File: src/rtl/instr_feeder.sv
// instr_feeder: program-memory sequencer driving DIN/Run of processador_multiciclo.
// Optional single-step mode is enabled by defining FEEDER_SINGLE_STEP_EN.
module instr_feeder #(
  parameter int unsigned DEPTH      = 16,
  parameter int unsigned ADDR_W     = 4,
  parameter logic [2:0]  MVI_OPCODE = 3'b001,
  parameter int unsigned TIMEOUT    = 15
) (
  input  logic              Clock,
  input  logic              Resetn,
  input  logic              Start,
  input  logic [ADDR_W:0]   Length,
  input  logic              WrEn,
  input  logic [ADDR_W-1:0] WrAddr,
  input  logic [15:0]       WrData,
  input  logic              Step,
  input  logic              Done,
  output logic [15:0]       DIN,
  output logic              Run,
  output logic              Busy,
  output logic              Halted,
  output logic              Error,
  output logic [ADDR_W-1:0] PC,
  output logic [7:0]        InstrCount
);

  localparam int unsigned     WD_W    = $clog2(TIMEOUT + 1);
  localparam logic [ADDR_W:0] DEPTH_L = (ADDR_W + 1)'(DEPTH);

  typedef enum logic [2:0] {
    S_IDLE,
    S_FETCH,
    S_EXEC,
    S_PAUSE,
    S_HALT,
    S_FAULT
  } state_e;

  state_e            state_q, state_d;
  logic [ADDR_W:0]   pc_q, pc_d;
  logic [7:0]        cnt_q, cnt_d;
  logic [WD_W-1:0]   wdog_q, wdog_d;
  logic              mvi_q, mvi_d;
  logic [15:0]       mem_q [DEPTH];

  logic [ADDR_W:0]   len_eff;
  logic [ADDR_W+1:0] pc_inc1;
  logic [ADDR_W+1:0] pc_next;
  logic [15:0]       word_cur;
  logic [15:0]       word_imm;
  logic              fetch_is_mvi;
  logic              mvi_fault;
  logic              prog_open;
  logic              step_rise;

  assign len_eff      = (Length > DEPTH_L) ? DEPTH_L : Length;
  assign pc_inc1      = {1'b0, pc_q} + 1'b1;
  assign pc_next      = {1'b0, pc_q} + (mvi_q ? (ADDR_W + 2)'(2) : (ADDR_W + 2)'(1));
  assign word_cur     = mem_q[pc_q[ADDR_W-1:0]];
  assign word_imm     = mem_q[pc_inc1[ADDR_W-1:0]];
  assign fetch_is_mvi = (word_cur[8:6] == MVI_OPCODE);
  // An mvi whose immediate would lie past the program end cannot be issued.
  assign mvi_fault    = fetch_is_mvi && (pc_inc1 >= {1'b0, len_eff});
  assign prog_open    = (state_q == S_IDLE) || (state_q == S_HALT);

`ifdef FEEDER_SINGLE_STEP_EN
  logic step_q;

  always_ff @(posedge Clock or negedge Resetn) begin
    if (!Resetn) step_q <= 1'b0;
    else         step_q <= Step;
  end

  assign step_rise = Step && !step_q;
`else
  logic unused_step;
  assign unused_step = Step;
  assign step_rise   = 1'b0;
`endif

  // NOTE: program memory has no reset; contents survive Resetn and only WrEn changes them.
  always_ff @(posedge Clock) begin
    if (WrEn && prog_open) mem_q[WrAddr] <= WrData;
  end

  // NOTE: every sequential assignment is non-blocking so all flops update from pre-edge values.
  always_ff @(posedge Clock or negedge Resetn) begin
    if (!Resetn) begin
      state_q <= S_IDLE;
      pc_q    <= '0;
      cnt_q   <= '0;
      wdog_q  <= '0;
      mvi_q   <= 1'b0;
    end else begin
      state_q <= state_d;
      pc_q    <= pc_d;
      cnt_q   <= cnt_d;
      wdog_q  <= wdog_d;
      mvi_q   <= mvi_d;
    end
  end

  // NOTE: defaults first so no path through the case leaves a variable unassigned (no latches).
  always_comb begin
    state_d = state_q;
    pc_d    = pc_q;
    cnt_d   = cnt_q;
    wdog_d  = wdog_q;
    mvi_d   = mvi_q;
    unique case (state_q)
      S_IDLE, S_HALT: begin
        if (Start) begin
          if (len_eff == '0) begin
            state_d = S_HALT;
          end else begin
            pc_d    = '0;
            cnt_d   = '0;
            wdog_d  = '0;
            state_d = S_FETCH;
          end
        end
      end
      S_FETCH: begin
        mvi_d   = fetch_is_mvi;
        wdog_d  = '0;
        state_d = mvi_fault ? S_FAULT : S_EXEC;
      end
      S_EXEC: begin
        if (Done) begin
          pc_d   = pc_next[ADDR_W:0];
          cnt_d  = (cnt_q == 8'hFF) ? cnt_q : cnt_q + 8'd1;
          wdog_d = '0;
          if (pc_next >= {1'b0, len_eff}) begin
            state_d = S_HALT;
          end else begin
`ifdef FEEDER_SINGLE_STEP_EN
            state_d = S_PAUSE;
`else
            state_d = S_FETCH;
`endif
          end
        end else begin
          wdog_d = wdog_q + 1'b1;
          if (wdog_q == WD_W'(TIMEOUT - 1)) state_d = S_FAULT;
        end
      end
      S_PAUSE: begin
        if (step_rise) state_d = S_FETCH;
      end
      S_FAULT: begin
        state_d = S_FAULT;
      end
      default: begin
        state_d = S_IDLE;
      end
    endcase
  end

  always_comb begin
    DIN    = '0;
    Run    = 1'b0;
    Busy   = 1'b0;
    Halted = 1'b0;
    Error  = 1'b0;
    unique case (state_q)
      S_FETCH: begin
        Busy  = 1'b1;
        DIN   = word_cur;
        Run   = !mvi_fault;
        Error = mvi_fault;
      end
      S_EXEC: begin
        Busy = 1'b1;
        DIN  = mvi_q ? word_imm : word_cur;
      end
      S_PAUSE: begin
        Busy = 1'b1;
        DIN  = word_cur;
      end
      S_HALT:  Halted = 1'b1;
      S_FAULT: Error  = 1'b1;
      default: begin
        DIN = '0;
      end
    endcase
  end

  assign PC         = pc_q[ADDR_W-1:0];
  assign InstrCount = cnt_q;

endmodule

File: config.mk
export PLATFORM = sky130hd
export DESIGN_NAME = instr_feeder
export DESIGN_NICKNAME = d
export VERILOG_FILES = /design/src/rtl/instr_feeder.sv
export SDC_FILE = /design/constraint.sdc
export NUM_CORES = 1
export LEC_CHECK = 0
export ABC_CLOCK_PERIOD_IN_PS = 3590
export CAP_MARGIN = 30
export CORE_AREA = 4 4 179 181
export CTS_CLUSTER_DIAMETER = 100
export DETAILED_ROUTE_END_ITERATION = 8
export DIE_AREA = 0 0 183 185
export GPL_ROUTABILITY_DRIVEN = 0
export GPL_TIMING_DRIVEN = 1
export PLACE_DENSITY = 0.64
export RECOVER_POWER = 100
export SLEW_MARGIN = 10
export SYNTH_ARGS = -nofsm -noshare
export SYNTH_HDL_FRONTEND = slang
export SYNTH_SLANG_ARGS = --single-unit
File: constraint.sdc
create_clock -name Clock -period 3.59 [get_ports Clock]
set_input_delay 0.718 -clock Clock [delete_from_list [all_inputs] [get_ports Clock]]
set_output_delay 0.718 -clock Clock [all_outputs]
set_load 0.03 [all_outputs]
======== Word level (Yosys, flattened, before mapping) ========
Memories as Yosys holds them, arrays and structs flattened.
Cells that the tools add are included.
word-level totals
  register bits after elaboration ......... 21
  logic and storage cells ................. 72
  memories kept ........................... 1
  memory bits (writable) .................. 256
memories
  memory  depth  bits a word  read ports  clocked after Yosys merged registers in  write ports  RTL line  text
  mem_q   16     16           2           0                                        1            44        logic [15:0] mem_q [DEPTH];
operators by class
  $lt $le $gt $ge ......................... 3
  muxes and demuxes ....................... 30
  bitwise logic cells ..................... 1
  add/sub/neg operators ................... 4
  reduce and logical (&&, ||, !) cells .... 15
  equal/unequal tests ..................... 13
operators by type and width
  operator             count
  $mux 8               4
  $pmux 16 s2          1
  $mux 5               4
  $mux 3               6
  $mux 16              1
  $pmux 8 s2           1
  $pmux 3 s5           1
  $ge 6x5->1           2
  $mux 4               3
  $pmux 4 s3           1
  $pmux 5 s2           1
  $add 8x1->8 const B  1
  $eq 8x8->1 const B   1
  $ne 2x2->1 const B   4
  $add 5x1->6 const B  1
  $add 5x2->6          1
  $eq 3x1->1 const B   2
  $eq 3x2->1 const B   2
  $eq 3x3->1 const B   2
  $reduce_and 3->1     2
  $gt 5x5->1 const B   1
  $logic_not 5->1      1
  $mux 1               5
  $reduce_and 5->1     1
  other kinds (15)     17

======== Logic depth before layout (Yosys ltp) ========
  word-level depth ........................ 6
  mapped depth ............................ 12
  mapped depth without buffers ............ 12

======== Least setup slack after synthesis ========
No wires, ideal clock.
  kind .................................... flip-flop to output port
  start point ............................. register pc_q[1]
  end point ............................... output port Run
  arrival time ............................ 3.086 ns
  path slack .............................. -0.214 ns
  buffers on the path ..................... 1
  cell stages (with the launch flop) ...... 10
  required time ........................... 2.872 ns
  path through ............................ dfrtp_1 -> ha_1 -> xnor2_1 -> buf_6 -> inv_1 -> ha_1 -> a21oi_1 -> o21ai_0 -> and2_4 -> nor3_1
on the way
  word-level cells in the longest chain between the ends .. 5
  elaborated cells on any way between the ends .. 7
ends and longest elaborated chain
  item                                          RTL line  text
  start, declared                               40        logic [ADDR_W:0] pc_q, pc_d;
  start signal, assigned                        96        pc_q <= pc_d;
  $add 5x1->6 or $mem_v2 16x16 (tied branches)  --
  $ge 6x5->1 or $eq 3x1->1 (tied branches)      63, 61
  $logic_and 1x1->1 *                           63        assign mvi_fault = fetch_is_mvi && (pc_inc1 >= {1'b0, len_eff});
  $logic_not 1->1 *                             169       Run = !mvi_fault;
  $mux 1 *                                      165       unique case (state_q)
  end, declared                                 19        output logic Run,
Mark *: on every way between the ends. The rest lies on a longest branch, timed or not.

======== Worst setup path in the final report ========
  start point ............................. register pc_q[0]
  end point ............................... output port DIN[3]
on the way
  word-level cells in the longest chain between the ends .. 4
ends and longest elaborated chain
  item             RTL line  text
  $add 5x1->6      57        assign pc_inc1 = {1'b0, pc_q} + 1'b1;
  $mem_v2 16x16 *  --
  $mux 16          174       DIN = mvi_q ? word_imm : word_cur;
  $pmux 16 s2 *    165
  end, declared    18        output logic [15:0] DIN,
Marked as above.

==> flow_metrics.tcl <==
set metrics [dict create \
    status "complete, but fails checks" \
    violations "setup timing" \
    fin_nets 963 \
    pin_count 63 \
    layout-drive-gt1-share 0.335 \
    finalSetupViolCount 18 \
    clkPwrFrac 0.207 \
    synthTopCellsByArea "edfxtp_1, mux4_2, dfrtp_1" \
    critical_path_peak_fanout 6 \
    seq_power_share 0.248 \
    grt_pass1_vias 8416 \
    wl_um 35900 \
    viasPerCell 6.12 \
    cts_buffer_depth 3 \
    synth_cell_types 51 \
    rsz0062_at_grt "true" \
    rows 64 \
    grt_pass1_wl_um 53400 \
    yosysWarnings 0 \
    die_w_um 183 \
    initialDrtViolationCount 739 \
    clkLatencyLatePin_ns 0.58 \
    core-area_sq_mm 0.0304 \
    synth-edff-count 256 \
    fmax_mhz 265 \
    ant_nets 0 \
    required_ns 2.87 \
    worst_pin_slew_ns 1.08 \
    whs_ns 0.506 \
    cts_tree "yes" \
    die_h_um 185 \
    vias 8166 \
    cts_root_buffer "clkbuf_16" \
    antenna_found_initial 0 \
    hp-class "flip-flop to flip-flop" \
    cts_buffers 30 \
    nFillCells 2413 \
    dieArea_sq_mm 0.0339 \
    synth_fp_nets 849 \
    synth_top_cell_by_area "edfxtp_1" \
    netSwitchingFraction 0.344 \
    avgSynthCellArea_sq_um 16.9 \
    holdBufCountCts 0 \
    drc_errors 0 \
    fin_ws_ns -0.179 \
    dp_hpwl_um 19800 \
    hold_viol_final 0 \
    p_sw_mw 5.10 \
    clkTransAtPathRegs_ns 0.06 \
    synth_cells 801 \
    p_per_area_mw_per_mm2 904 \
    peakVddDrop_v 0.000603 \
    synth_area_sq_mm 0.0135 \
    clkSinkCount 277 \
    area.growth.synth_to_final_pct 21.5 \
    cp-start-kind "flip-flop" \
    p_int_mw 9.73 \
    io_buffer_count 61 \
    antennaDiodeCount 0 \
    fin_util 0.539 \
    grt.overflow.total 0 \
    critical_path_class "flip-flop to output port" \
    grt_usage 0.212 \
    pwr-share-comb 0.545 \
    finClkSkew_ns 0.0399 \
    h-tree-depth 1 \
    ys_seq_area_frac 0.608 \
    finalCriticalPeriod_ns 3.77 \
    yosysTopAreaCellShare 0.569 \
    grt_max_degree 55 \
    slew_headroom 0.279 \
    drt_pass1_iterations 5 \
    avgRoutedWirePerCell_um 26.9 \
    slew_viol_final 0 \
    ys.flop_type "edfxtp_1" \
    post-route-period-util 1.05 \
    endpoint_kind "output port" \
    cap_violations 0 \
    initial_utilization 0.444 \
    synth_seq_cells 277 \
    async_reset_ff_frac 0.0758 \
    leakagePower_nw 5.56 \
    cp_data_arrival_time_ns 3.05 \
]
-- registers in the layout (all words and copies together), names as in the netlist --
register	count
mem_q	256
InstrCount	8
pc_q	5
wdog_q	4
state_q	3
mvi_q	1
-- cells in the mapped netlist, types with 2 or more instances --
| master | count |
|---|---|
| o31a_1 | 2 |
| edfxtp_1 | 256 |
| o31ai_1 | 2 |
| buf_2 | 20 |
| xnor2_1 | 4 |
| buf_4 | 6 |
| clkbuf_1 | 21 |
| or3_1 | 2 |
| nor2_1 | 30 |
| o21ai_0 | 30 |
| dfrtp_1 | 21 |
| a211oi_1 | 2 |
| nor3_1 | 9 |
| buf_6 | 2 |
| mux2i_1 | 3 |
| nand2b_1 | 8 |
| o221ai_1 | 13 |
| o22ai_1 | 4 |
| nand3_1 | 26 |
| or2_2 | 2 |
| nand2_1 | 120 |
| a31o_2 | 2 |
| a21oi_1 | 8 |
| nor3b_2 | 2 |
| and3_1 | 4 |
| xor2_1 | 2 |
| buf_1 | 3 |
| mux4_2 | 144 |
| ha_1 | 16 |
| a31oi_1 | 4 |
| inv_1 | 13 |
-- layout make-up --
cell class	instances	area (sq um)	share of cell area
Multi-Input combinational cell	458	5120	0.312
Sequential cell	277	8220	0.501
Clock inverter	15	198	0.0121
Timing Repair Buffer	134	1530	0.0930
Inverter	14	52.6	0.00320
Tap cell	396	495	0.0302
Clock buffer	40	788	0.0481
-- layer usage --
layer | global-route usage | wire, um | vias up
li1 | - | - | 3507
met1 | 0.280 | 14400 | 4294
met2 | 0.360 | 17800 | 278
met3 | 0.0407 | 2320 | 87
met4 | 0.0694 | 1340 | 0
met5 | 0 | 0 | -
-- power by group through the flow --
| stage | clock network, mW | logic (mW) | registers (mW) |
|---|---|---|---|
| after floorplan | 0 | 4.75 | 3.74 |
| after global placement | 0 | 6.68 | 3.74 |
| after detailed placement | 0 | 6.72 | 3.74 |
| after CTS | 3.12 | 8.07 | 3.68 |
| after global routing | 3.27 | 8.59 | 3.68 |
| final | 3.06 | 8.09 | 3.68 |
-- path summary, 6_finish.rpt --
path / to / slack [ns] / from / cells after the start
min: InstrCount[7] / 0.51 / InstrCount[7] / 1
min reg2reg: InstrCount[7] / 0.51 / InstrCount[7] / 1
min in group asynchronous: state_q[1] / 0.57 / Resetn / 1
max: DIN[3] / -0.18 / pc_q[0] / 9
max reg2reg: state_q[0] / 0.32 / pc_q[0] / 11
max in group asynchronous: pc_q[0] / 1.96 / Resetn / 2
-- through the flow --
stage | setup TNS, ns | cell area, sq um | power [mW] | setup slack (ns) | cells
finish | -2.02 | 16400 | 14.8 | -0.179 | 1334
global route | -3.58 | 16400 | 15.5 | -0.255 | 1334
CTS | -2.37 | 16500 | 14.9 | -0.171 | 1333
detailed placement | 0 | 14900 | 10.5 | 0.108 | 1251
global placement | 0 | 14900 | 10.4 | 0.0998 | 1251
floorplan | 0 | 13500 | 8.49 | 0.135 | 801
-- layout by cell type (no fill, tap or decap), types with 4 or more instances in the layout --
master	n
edfxtp_1	256
clkinv_2	5
clkbuf_16	31
mux4_2	144
buf_12	11
buf_16	10
nand2b_1	8
clkbuf_2	14
inv_1	13
nand2_1	106
and3_1	4
a21oi_1	7
o21ai_0	29
buf_4	29
ha_1	15
dfrtp_1	18
clkbuf_1	17
nor3_1	7
dlygate4sd3_1	31
nand3_1	26
clkinv_1	5
o221ai_1	13
nor2_1	17
buf_6	16
bufinv_16	4
nor2_2	13
clkdlybuf4s50_1	12
a31oi_1	4
nand2_2	12
-- cells by family (layout without fill, tap and decap cells) --
family,after synthesis,count (layout),synth area share
DFF,277,277,0.608
muxes,148,148,0.243
xor gates and xnor gates,6,6,0.00389
and+or+nand+nor,211,211,0.0685
AOI/OAI and AO/OA,76,76,0.0366
adders and majority gates,17,17,0.0163
buffers and inverters,66,203,0.0230
-- repair_timing --
| action | 4_1_cts | 5_1_grt |
|---|---|---|
| pin swaps | 12 | 2 |
| setup endpoints to repair | 18 | 18 |
| gates cloned | 8 | 1 |
| gates resized for setup | 48 | 7 |
| buffers inserted | 19 | 1 |
-- critical path, stage by stage (launching register included) --
cell     delay (ns)
dfrtp_4        0.49
ha_4           0.33
buf_12         0.14
buf_12         0.12
buf_16         0.13
mux4_2         0.49
mux4_2         0.46
nand2_1        0.09
nand2_2        0.09
buf_12         0.16
Power figures use the tool's default switching activity.
